$ cat src/rtl/dmem_bist.sv
// Built-in self-test for dmem: writes rev(addr) everywhere, then reads back
// in bit-reversed order and counts mismatches.
module dmem_bist #(
    parameter int ADDR_W = 8,
    parameter int DATA_W = 16
) (
    input  logic              CLK,
    input  logic              RST,
    input  logic              start,
    output logic [15:0]       mem_address,
    output logic [DATA_W-1:0] mem_data,
    output logic              mem_wren,
    input  logic [DATA_W-1:0] mem_q,
    output logic              busy,
    output logic              done,
    output logic              pass,
    output logic [ADDR_W:0]   err_count,
    output logic [15:0]       first_err_addr
);

    localparam logic [2:0] S_IDLE  = 3'd0;
    localparam logic [2:0] S_WRITE = 3'd1;
    localparam logic [2:0] S_READ  = 3'd2;
    localparam logic [2:0] S_DRAIN = 3'd3;
    localparam logic [2:0] S_DONE  = 3'd4;

    logic [2:0]        state;
    logic [ADDR_W-1:0] i;
    logic [ADDR_W-1:0] i_nx;
    logic [ADDR_W-1:0] exp_q;
    logic [15:0]       cmp_addr;
    logic              cmp_vld;

    function automatic logic [ADDR_W-1:0] rev(input logic [ADDR_W-1:0] x);
        logic [ADDR_W-1:0] r;
        for (int b = 0; b < ADDR_W; b++) r[b] = x[ADDR_W-1-b];
        return r;
    endfunction

    function automatic logic [15:0] a16(input logic [ADDR_W-1:0] x);
        logic [15:0] r;
        r = '0;
        r[ADDR_W-1:0] = x;
        return r;
    endfunction

    function automatic logic [DATA_W-1:0] dext(input logic [ADDR_W-1:0] x);
        logic [DATA_W-1:0] r;
        r = '0;
        r[ADDR_W-1:0] = x;
        return r;
    endfunction

    assign i_nx = i + 1'b1;

    // Outputs are registered with the values of the cycle being entered,
    // so every port change lines up with the state transition edge.
    always_ff @(posedge CLK) begin
        if (RST) begin
            state          <= S_IDLE;
            i              <= '0;
            exp_q          <= '0;
            cmp_addr       <= '0;
            cmp_vld        <= 1'b0;
            mem_address    <= 16'hFFFF;
            mem_data       <= '1;
            mem_wren       <= 1'b0;
            busy           <= 1'b0;
            done           <= 1'b0;
            pass           <= 1'b0;
            err_count      <= '0;
            first_err_addr <= 16'hFFFF;
        end else begin
            done    <= 1'b0;
            cmp_vld <= 1'b0;
            if (cmp_vld && (mem_q != dext(exp_q))) begin
                err_count <= err_count + 1'b1;
                if (err_count == '0) first_err_addr <= cmp_addr;
            end
            case (state)
                S_IDLE: begin
                    if (start) begin
                        state          <= S_WRITE;
                        i              <= '0;
                        busy           <= 1'b1;
                        mem_wren       <= 1'b1;
                        mem_address    <= a16('0);
                        mem_data       <= dext(rev('0));
                        err_count      <= '0;
                        pass           <= 1'b0;
                        first_err_addr <= 16'hFFFF;
                    end
                end
                S_WRITE: begin
                    if (&i) begin
                        state       <= S_READ;
                        i           <= '0;
                        mem_wren    <= 1'b0;
                        mem_data    <= '1;
                        mem_address <= a16(rev('0));
                        cmp_addr    <= a16(rev('0));
                        exp_q       <= '0;
                        cmp_vld     <= 1'b1;
                    end else begin
                        i           <= i_nx;
                        mem_address <= a16(i_nx);
                        mem_data    <= dext(rev(i_nx));
                    end
                end
                S_READ: begin
                    if (&i) begin
                        state       <= S_DRAIN;
                        mem_address <= 16'hFFFF;
                    end else begin
                        i           <= i_nx;
                        mem_address <= a16(rev(i_nx));
                        cmp_addr    <= a16(rev(i_nx));
                        exp_q       <= i_nx;
                        cmp_vld     <= 1'b1;
                    end
                end
                S_DRAIN: begin
                    state <= S_DONE;
                    busy  <= 1'b0;
                    done  <= 1'b1;
                    pass  <= (err_count == '0);
                end
                S_DONE:  state <= S_IDLE;
                default: state <= S_IDLE;
            endcase
        end
    end

endmodule

$ cat config.mk
export PLATFORM = sky130hd
export DESIGN_NAME = dmem_bist
export DESIGN_NICKNAME = d
export VERILOG_FILES = /design/src/rtl/dmem_bist.sv
export SDC_FILE = /design/constraint.sdc
export NUM_CORES = 1
export LEC_CHECK = 0
export ABC_AREA = 1
export BUFFER_PORTS_ARGS = -buffer_cell sky130_fd_sc_hd__clkbuf_2
export CAP_MARGIN = 20
export CORE_MARGIN = 8
export CORE_UTILIZATION = 40
export CTS_BUF_LIST = sky130_fd_sc_hd__clkbuf_4
export DETAILED_ROUTE_END_ITERATION = 6
export GPL_TIMING_DRIVEN = 0
export HOLD_SLACK_MARGIN = 0.02
export PLACE_DENSITY = 0.7
export SLEW_MARGIN = 10
export SYNTH_ARGS = -nofsm -noshare
export SYNTH_HDL_FRONTEND = slang
export SYNTH_SLANG_ARGS = --single-unit
$ cat constraint.sdc
create_clock -name CLK -period 1.5 [get_ports CLK]
set_input_delay 0.15 -clock CLK [delete_from_list [all_inputs] [get_ports CLK]]
set_output_delay 0.15 -clock CLK [all_outputs]
set_load 0.05 [all_outputs]
==> results.md <==
* Max FO, Critical Path at 8
* Status: finished with violations
* I/O pin count at 80
* Ranking of synthesized cells by area: dfxtp_1 44%, nand2_1 12%, a21oi_1 5.1%
* Synth cell count leaders: 100 x nand2_1, 67 x dfxtp_1, 37 x nor2_1
* Syn Nets at ~430
* Worst-path clk slew at between 100 and 150 ps
* Crit path DAT at 1860 ps
* GR peak layer: met2
* CP Capture Type: flip-flop
* Minimum clock period at ~1500 ps
* Seq/Total Area, Yosys at 0.439
* DIE WIDTH at 103 microns
* Total power at ~0.0044 W
* Clk_lat worst skew at between 400 and 500 ps
* Die Y at 103 microns
* Hold-fix buffers, CTS at 0
* Vias/cell at approximately 4.8
* Distinct cell type count after synthesis at 36
* Clock root buffer: clkbuf_4
* Number of global-route vias before repair at between 2000 and 3000
* Largest net degree at the start of global routing at 14
* Cell taking the most area after synthesis: dfxtp_1
* Met2 usage at 0.275
* Required time of the critical path at around 1800 ps
* Initial Util at 0.404
* RSZ-0062 raised after global routing: true
* Met1 usage at 0.188
* Gpl congestion at roughly 0.9
* Failing checks: negative setup slack
* Worst hold path class: input port to flip-flop
* Syn-to-layout area delta at 42.6%
* Initial antenna violation count at 0
* Core Area at around 7600 sq um
* Setup crit start kind: flip-flop
* Yosys reg bits at 67
* Detailed Route WL at between 8000 and 9000 microns
* # setup viols final at 8
* Detailed-router iteration count before antenna repair at 4
* PwrDens at about 1000 nW/um^2
* ANT cells at 0
* Most numerous cell in the Yosys netlist: nand2_1
* Syn Area/Cell at approximately 7.5 sq um
* Achievable Freq at roughly 650 MHz
* Post-DP HPWL at roughly 6000 microns
* Iteration-0 DRC Markers at ~120
* Grt total ovfl at 0
* Met3 Track Usage GR at 0.0428
* Max Cap Viol at 0
* Core Util, Final at 0.576
* Max H-tree Level at 3
* Post-synth EDFFs at 0
* Leak Pwr at 2.10 nW
* Share of cells above drive strength 1 at 0.492
* Relative slew slack at 0.615
* TritonCTS buffer count at 9
* Skew final at 21.3 ps
* Layout fillers at a little under 700
* Vias at 3023
* Synthesized area at approximately 3100 sq um
* # port buffers at between 70 and 80
* Slew at the pin with the worst max-slew slack at slightly below 600 ps
* Critical path type: flip-flop to flip-flop
* Period Utilization, post-route at 1.02
* Post-synth top flop: dfxtp_1
* CTS tree: yes
* Final net count at 543
* Pins Over Slew Limit at 0
* Post-Syn Instances at about 400
* Ys async rst share at 0
* Remaining antenna violation count after routing at 0
* Yosys warnings at 0
* Worst-case clock buffer depth at 2
* Drt drc at 0
* Std cell rows at 32
* Worst hold slack at ~58 ps
* Worst vdd ir at around 0.70 mV
* Setup WS post-layout at -27.3 ps
* WL/cell at ~14 microns
* # clock sinks at 67
* FF+latch area at about 1400 sq um
* Final Hold Vio Count at 0
* Die footprint at between 10000 and 15000 sq um
* First-pass GRT wire length at 13400 microns
* Synth top area share at 0.439
* Multi-input gate area at between 1500 and 2000 sq um
* All-Layer GR Usage at 0.161
==> placed cells by master, fill, tap and decap left out, drive strengths merged, types with 4 or more instances in the layout <==
cell,n
nand2,111
clkbuf,95
dfxtp,67
inv,53
nor2,43
buf,40
a21oi,31
nand3,24
o21ai,18
nand4,9
o211ai,5
xor2,5
xnor2,4
nor3,4
==> report_power, final <==
group | internal, W | switching [W] | total, W | leakage [nW]
sequential | 0.00187 | 0.0000835 | 0.00196 | 0.559
combinational | 0.000343 | 0.000816 | 0.00116 | 1.47
clock | 0.000515 | 0.000719 | 0.00123 | 0.0725
total | 0.00273 | 0.00162 | 0.00435 | 2.10
==> worst paths after layout <==
check | start | endpoint | slack [ps] | depth (start not counted)
worst max-delay path | err_count[0] | first_err_addr[6] | -30 | 10
worst min-delay path | start | busy | 60 | 3
worst max register to register | err_count[0] | first_err_addr[6] | -30 | 10
worst min register to register | first_err_addr[13] | first_err_addr[13] | 460 | 2
==> through the flow <==
step	std cells	setup WS [ps]	cell area (sq um)	TNS [ps]
2_1_floorplan	406	5.61	3070	0
3_3_place_gp	587	-267	3590	-5320
3_5_place_dp	587	-256	3590	-5520
4_1_cts	613	-25.0	3910	-114
5_1_grt	628	-94.9	4360	-2640
6_report	628	-27.3	4360	-114
==> worst max-delay path: stages (launching register included) <==
cell       delay, ps
dfxtp_4          370
inv_2             90
ha_1             160
nand3_1          110
nor2_2           160
inv_2             80
nor2_8           150
inv_6             70
clkbuf_16        160
nand2_4           50
nand3_2           50
==> per-layer routing <==
layer  routed length [microns]  share of wire
met1                      3800           0.43
met2                      4220           0.48
met3                       561          0.064
met4                       176          0.020
met5                         0              0
==> state kept, by name, summed over array words and instances, names as in the netlist, 3 cells and up <==
signal and count:
exp_q 7, i 8, mem_data 9, first_err_addr 16, mem_address 9, state 3
err_count 9
==> cells by family after synthesis <==
kind of cell / count (synthesis) / share of synthesized area
simple gates: 193 / 0.295
compound gates: 60 / 0.111
buf+inv: 74 / 0.118
fa+ha+maj: 3 / 0.0123
flops: 67 / 0.439
xor+xnor: 9 / 0.0258
==> final cells by class <==
class,instances,area share
repair buffers,104,0.149
clock inverters,7,0.0175
well taps,102,0.0293
clock buffers,9,0.0155
multi-input cells,265,0.381
inverters,52,0.0511
plain buffers,22,0.0391
flip-flops and latches,67,0.318
==> repair_timing <==
| item | CTS | global route |
|---|---|---|
| setup buffers | 10 | 13 |
| pin swaps | 9 | 28 |
| resized for setup | 26 | 90 |
| endpoints found under the setup margin | 57 | 60 |
| cloned | 0 | 2 |
Power figures use the tool's default switching activity.
